File: src/rtl/riscv_pkg.sv
// Shared core-wide constants: datapath width, register file geometry, port counts.
package riscv_pkg;
    localparam int DATA_WIDTH    = 32;
    localparam int REG_FILE_SIZE = 32;
    localparam int REG_ADDR_BITS = $clog2(REG_FILE_SIZE);
    localparam int NUM_RD_PORTS  = 2;
    localparam int NUM_WR_PORTS  = 1;
endpackage

File: src/rtl/regfile_wr_arb.sv
// Per-register write resolution: which registers are written this cycle and with what data.
// Highest-indexed enabled port wins on an address collision; x0 is never selected.
module regfile_wr_arb #(
    parameter int NUM_REGS = 32,
    parameter int NUM_WR   = 1,
    parameter int AW       = 5,
    parameter int DW       = 32
) (
    input  logic [NUM_WR-1:0]                 wr_en_i,
    input  logic [NUM_WR*AW-1:0]              wr_addr_i,
    input  logic [NUM_WR*DW-1:0]              wr_data_i,
    output logic [NUM_REGS-1:0]               we_o,
    output logic [NUM_REGS-1:0][DW-1:0]       wd_o
);
    always_comb begin
        we_o = '0;
        wd_o = '0;
        for (int r = 1; r < NUM_REGS; r++) begin
            // ascending scan so the last (highest) matching port overrides
            for (int w = 0; w < NUM_WR; w++) begin
                if (wr_en_i[w] && (wr_addr_i[w*AW +: AW] == AW'(r))) begin
                    we_o[r] = 1'b1;
                    wd_o[r] = wr_data_i[w*DW +: DW];
                end
            end
        end
    end
endmodule

File: src/rtl/regfile_sb.sv
// Multi-ported register file with per-register busy (scoreboard) bits and
// optional same-cycle write-to-read forwarding.
module regfile_sb #(
    parameter int DATA_WIDTH = riscv_pkg::DATA_WIDTH,
    parameter int NUM_REGS   = riscv_pkg::REG_FILE_SIZE,
    parameter int NUM_RD     = riscv_pkg::NUM_RD_PORTS,
    parameter int NUM_WR     = riscv_pkg::NUM_WR_PORTS,
    parameter int BYPASS     = 1,
    localparam int AW        = $clog2(NUM_REGS)
) (
    input  logic                         clk,
    input  logic                         rst_n,
    input  logic [NUM_RD*AW-1:0]         rd_addr,
    output logic [NUM_RD*DATA_WIDTH-1:0] rd_data,
    output logic [NUM_RD-1:0]            rd_busy,
    input  logic [NUM_WR-1:0]            wr_en,
    input  logic [NUM_WR*AW-1:0]         wr_addr,
    input  logic [NUM_WR*DATA_WIDTH-1:0] wr_data,
    input  logic                         rsv_en,
    input  logic [AW-1:0]                rsv_addr,
    input  logic                         flush
);
    logic [NUM_REGS-1:0][DATA_WIDTH-1:0] regs_q;
    logic [NUM_REGS-1:0]                 busy_q, busy_d;
    logic [NUM_REGS-1:0]                 we;
    logic [NUM_REGS-1:0][DATA_WIDTH-1:0] wd;

    regfile_wr_arb #(
        .NUM_REGS (NUM_REGS),
        .NUM_WR   (NUM_WR),
        .AW       (AW),
        .DW       (DATA_WIDTH)
    ) u_arb (
        .wr_en_i   (wr_en),
        .wr_addr_i (wr_addr),
        .wr_data_i (wr_data),
        .we_o      (we),
        .wd_o      (wd)
    );

    // priority: flush > new reservation > completing write > hold
    always_comb begin
        busy_d = busy_q;
        for (int r = 1; r < NUM_REGS; r++) begin
            if (we[r])
                busy_d[r] = 1'b0;
            if (rsv_en && (rsv_addr == AW'(r)))
                busy_d[r] = 1'b1;
        end
        if (flush)
            busy_d = '0;
        busy_d[0] = 1'b0;
    end

    always_ff @(posedge clk or negedge rst_n) begin
        if (!rst_n) begin
            regs_q <= '0;
            busy_q <= '0;
        end else begin
            for (int r = 1; r < NUM_REGS; r++) begin
                if (we[r])
                    regs_q[r] <= wd[r];
            end
            busy_q <= busy_d;
        end
    end

    for (genvar p = 0; p < NUM_RD; p++) begin : g_rd
        logic [AW-1:0] ra;
        logic          fwd;
        assign ra  = rd_addr[p*AW +: AW];
        assign fwd = (BYPASS != 0) && we[ra];
        // rst_n gate keeps a forwarded write from leaking out during reset
        assign rd_data[p*DATA_WIDTH +: DATA_WIDTH] =
            !rst_n ? '0 : (fwd ? wd[ra] : regs_q[ra]);
        assign rd_busy[p] = rst_n && busy_q[ra] && !fwd;
    end
endmodule
File: config.mk
export PLATFORM = sky130hd
export DESIGN_NAME = regfile_sb
export DESIGN_NICKNAME = d
export VERILOG_FILES = /design/src/rtl/riscv_pkg.sv /design/src/rtl/regfile_wr_arb.sv /design/src/rtl/regfile_sb.sv
export SDC_FILE = /design/constraint.sdc
export NUM_CORES = 2
export LEC_CHECK = 0
export BUFFER_PORTS_ARGS = -buffer_cell sky130_fd_sc_hd__buf_2
export CAP_MARGIN = 30
export CELL_PAD_IN_SITES_DETAIL_PLACEMENT = 1
export CELL_PAD_IN_SITES_GLOBAL_PLACEMENT = 1
export CORE_ASPECT_RATIO = 1.5
export CORE_MARGIN = 4
export CORE_UTILIZATION = 45
export CTS_BUF_LIST = sky130_fd_sc_hd__clkbuf_4 sky130_fd_sc_hd__clkbuf_8 sky130_fd_sc_hd__clkbuf_16
export DETAILED_ROUTE_END_ITERATION = 10
export PLACE_DENSITY_LB_ADDON = 0.1
export RECOVER_POWER = 25
export SYNTH_ARGS = -nofsm -noshare
export SYNTH_HDL_FRONTEND = slang
export SYNTH_SLANG_ARGS = --single-unit
File: constraint.sdc
create_clock -name clk -period 2.4 [get_ports clk]
set_clock_uncertainty 0.2 [all_clocks]
set_input_delay 0.24 -clock clk [delete_from_list [all_inputs] [get_ports clk]]
set_output_delay 0.24 -clock clk [all_outputs]
set_load 0.02 [all_outputs]
---- Yosys cells after proc, flatten, opt, wreduce, memory -nomap -nowiden ----
Index checks and enable logic that the tools add are counted.
word-level totals
  bits in registers ....................... 1,023
  input bits .............................. 57
  output and inout bits ................... 66
  word-level logic and storage cells ...... 370
cells by class
  $lt $le $gt $ge ......................... 2
  eq/ne operators ......................... 62
  muxes and demuxes ....................... 145
  reduce and logical (&&, ||, !) cells .... 99
operators by type and width
  operator            number
  $mux 32             40
  $bmux 32 s5         4
  $eq 5x5->1 const B  32
  $mux 1              97
  $reduce_bool 3->1   31
  $eq 5x4->1 const B  16
  $logic_and 1x1->1   66
  $eq 5x3->1 const B  8
  $bmux 1 s5          4
  $eq 5x2->1 const B  4
  $lt 5x6->1 const B  2
  $eq 5x1->1 const B  2
  $logic_not 1->1     2

---- Depth between registers and ports, before layout ----
  depth in word-level cells ............... 7
  mapped depth ............................ 11

---- Cells and area by module ----
Synthesis repeated with hierarchy kept, for this count alone.
second synthesis, totals
  cell total of the unflattened synthesis .. 6,236
  area, all modules ....................... 76,816.2 um^2
by module, submodules not included
  module          instances  cells an instance  area each (um^2)
  regfile_sb      1          4,860              70,895.5
  regfile_wr_arb  1          1,376              5,920.7

---- Least setup slack after synthesis ----
OpenSTA, ideal clock, no wires.
  path kind ............................... in2out
  start ................................... in wr_addr[2]
  end ..................................... out rd_data[9]
  arrival ................................. 2,212 ps
  data required time ...................... 1,960 ps
  path slack .............................. -252 ps
  stages .................................. 8
  buffers on the path ..................... 3
  cells stage by stage .................... buf_6 or4b_4 buf_6 nor4_4 o31ai_2 o21a_2 buf_2 a311oi_1
on the way
  word-level cells in the longest chain between the ends .. 7
  elaborated cells between the ends (all ways) .. 130
  classes of those cells .................. eq/ne (31); mux (68); reduce/logical (31)
ends and longest elaborated chain
  what                                                            line                                RTL
  start: declaration                                              regfile_sb.sv:17                    input logic [NUM_WR*AW-1:0] wr_addr,
  $eq 5x1->1 (tied with other cells)                              regfile_wr_arb.sv:21                if (wr_en_i[w] && (wr_addr_i[w*AW +: AW] == AW'(r))) begin
  $logic_and 1x1->1                                               regfile_wr_arb.sv:21
  $mux 32 / $mux 1 (equally long branches)                        regfile_wr_arb.sv:21
  $bmux 32 s5 / $bmux 1 s5 (equally long branches)                regfile_sb.sv:75, regfile_sb.sv:72
  $mux 32 (not written as such) / $mux 1 (equally long branches)  regfile_sb.sv:75, regfile_sb.sv:72
  $mux 32 * (2 in series)                                         regfile_sb.sv:75                    !rst_n ? '0 : (fwd ? wd[ra] : regs_q[ra]);
  end: declaration                                                regfile_sb.sv:14                    output logic [NUM_RD*DATA_WIDTH-1:0] rd_data,
Every way passes the cells marked *; elsewhere a longest branch is shown, timed or not. The select of a mux whose other input is x is not followed.

---- Final worst setup path ----
  start ................................... in rst_n
  end ..................................... out rd_data[8]
on the way
  word-level cells in the longest chain between the ends .. 1
ends and longest elaborated chain
  what                line              RTL
  start: declaration  regfile_sb.sv:12  input logic rst_n,
  $mux 32             regfile_sb.sv:75
No other way between the ends.

==> results.yml <==
cts:
  clock-sinks: 1023
  clk_path_buf_depth: 3
  cts_tree: "done"
  htree_levels: 3
  path_clk_slew_ps: 60
  root_buffer: "clkbuf_16"
  insertion_delay_ps: 750
  numCtsBuffers: 107
timing:
  max_freq_ghz: 0.299
  hold_violations: 0
  hold_slack_ps: 83.0
  setup_violations: 86
  rsz0062_at_grt: "true"
  setup_slack_ps: -945
  fin_crit_ps: 3350
  timing.final.crit_share_pct: 139
  max_slew.worst_pin.slew_ps: 1050
  finalMaxSlewViolations: 0
  slew_headroom_pct: 29.8
logic_synthesis:
  yosysMostFrequentCell: "dfrtp_1"
  synth_ff_type: "dfrtp_1"
  synth-edff-count: 0
  ys_seq_area_share_pct: 45.1
  synthesis.nets: 4226
  async_flop_share_pct: 100
  ys_types: 78
  ys_seq_elements: 1023
  syn_area_um2: 56700
  synth.largest_area_cell: "dfrtp_1"
  netlist_top_cells_area: "dfrtp_1 45%, mux4_2 20%, mux2_2 19%, nand2_1 2.6%, clkbuf_1 1.6%"
  synth.top_cell.area_share_pct: 45.1
  postSynthCellCount: 4169
  yosysWarnings: 32
  synth.avg_cell_area_um2: 13.6
  synthTopCellsByCount: "1023 x dfrtp_1, 971 x mux2_2, 501 x mux4_2"
run_status:
  violations: "setup timing"
  outcome: "complete, but fails checks"
place:
  dp.final_hpwl_um: 162000
  place_congestion: 0.989
  dp_slack_ps: -1200
  portBuffers: 122
run:
  maxCapViolCount: 0
global_route:
  grt.total_usage_pct: 35.8
  grt_max_degree: 110
  grt_pass1_wl_um: 339000
  antenna_found_initial: 10
  grt_pass1_vias: 46000
  gr-total-overflow: 0
final_layout:
  fill_cells: 12000
  drive_gt1_share_pct: 57.3
  syn_to_final_growth_pct: 25.9
  num-nets-final: 4822
critical_path:
  required_ps: 1960
  critical_path_peak_fanout: 11
  worstSetupPathType: "in2out"
  cp_common_cell: "buf_12"
  end_kind: "primary output"
  arrival_ps: 2910
  cp-start-kind: "input port"
  r2r_setup_slack_ps: 890
  crit_slowest_cell: "dlymetal6s4s_1"
  slowest_delay_ps: 470
  path_cells: "buf_8 -> clkbuf_1 -> clkbuf_1 -> buf_12 -> buf_12 -> buf_12 -> buf_12 -> dlymetal6s4s_1 -> buf_4 -> nand2_1 -> a21o_1 -> o32ai_2 -> buf_4"
detailed_routing:
  postRouteWirelength_um: 237000
  drt_iter0_drc: 3292
  routedWlPerCell_um: 36.6
  via_count: 42600
  drc: 0
  postRouteAntennaNets: 0
  vias_per_cell: 6.58
  drt_pre_antenna_iters: 5
power:
  power.density_nw_per_um2: 774
  p_leak_nw: 31.1
  ir_worst_vdd_v: 0.000729
floorplan:
  die_area_um2: 132000
  row_count: 159
  die-height_um: 443
  io_pins: 123
  core_area_um2: 125000
  start_util_pct: 45.3
  die_w_um: 298
hold_path:
  hold_class: "in2reg"
## placed cells by master (no fill, tap or decap), types with 20 or more instances in the layout
cell / count
a21oi_1: 48
a21oi_2: 20
a221oi_1: 28
a22oi_1: 27
buf_12: 153
buf_2: 50
buf_4: 569
buf_6: 60
clkbuf_1: 21
clkbuf_16: 108
clkbuf_8: 25
clkinv_2: 20
dfrtp_1: 1023
dlygate4sd3_1: 50
mux2_2: 963
mux2i_1: 63
mux4_2: 501
nand2_1: 365
nand3_1: 24
nor2_1: 82
nor2_4: 20
o21ai_0: 68
o21ai_1: 20
o22ai_1: 52
o22ai_2: 28
## power breakdown
| group | total (mW) | internal (mW) | switching, mW |
|---|---|---|---|
| combinational | 13.5 | 7.76 | 5.79 |
| clock | 18.7 | 11.1 | 7.60 |
| sequential | 23.0 | 20.5 | 2.49 |
| total | 55.3 | 39.4 | 15.9 |
## final timing paths
check                       startpoint           to  cells after the start
min reg2reg                 regs_q[47]   regs_q[47]                      2
max                              rst_n   rd_data[8]                     13
max reg2reg                 busy_q[12]   busy_q[12]                      3
min in group asynchronous        rst_n  regs_q[224]                      8
min                        wr_data[24]  regs_q[664]                      3
max in group asynchronous        rst_n  regs_q[450]                      9
## final cells by class
cell class                 count  area [um^2]  share of cell area (%)
clock inverter                51          768                    1.08
tap                         1610         2010                    2.82
inverter                      11         48.8                  0.0683
clock buffer                 147         3150                    4.41
antenna                        7         17.5                  0.0245
sequential                  1023        25600                    35.8
multi-input combinational   2690        30700                    43.0
timing repair buffer         932         9090                    12.7
## cells by family (layout without fill, tap and decap cells)
kind of cell | Yosys count | in the layout | share of synthesized area, %
DFF | 1023 | 1023 | 45.1
and+or+nand+nor | 644 | 644 | 4.84
xor gates and xnor gates | 9 | 9 | 0.152
buffers and inverters | 456 | 1141 | 3.62
AOI/OAI and AO/OA | 482 | 482 | 5.65
muxes | 1555 | 1555 | 40.6
other | 0 | 7 | 0
## layer usage
| layer | wire length (um) | share of wire [%] | track usage, % |
|---|---|---|---|
| met5 | 102 | 0.043 | 0 |
| met4 | 16800 | 7.1 | 20.6 |
| met3 | 14800 | 6.2 | 5.63 |
| met2 | 114000 | 48 | 58.5 |
| met1 | 91400 | 39 | 45.4 |
## registers in the layout (all words and copies together) (netlist names)
register	flops
regs_q	992
busy_q	31
## repair_timing
action / 4_1_cts / 5_1_grt
buffers inserted: 32 / 26
hold buffers: 58 / 1
gates resized for setup: 239 / 129
hold endpoints to repair: 1457 / 12
pin swaps: 89 / 67
setup endpoints to repair: 66 / 69
## critical path: cells and delay by family
family | cells | cell delay (ps)
compound gates | 2 | 370
buf+inv | 10 | 2160
simple gates | 1 | 110
## per-stage QoR
| stage | utilization (%) | TNS, ps | cell area [um^2] | instances | total power, mW |
|---|---|---|---|---|---|
| 6_report | 57.0 | -38380 | 71400 | 6471 | 55.3 |
| 4_1_cts | 56.6 | -41700 | 71000 | 6444 | 55.1 |
| 3_5_place_dp | 52.1 | -84690 | 65300 | 6166 | 35.7 |
| 5_1_grt | 57.0 | -46490 | 71400 | 6465 | 57.4 |
| 2_1_floorplan | - | -2580 | 57200 | 4169 | 30.7 |
| 3_3_place_gp | 52.1 | -74270 | 65300 | 6166 | 35.1 |
No activity file was read; power rests on OpenSTA's default activity.
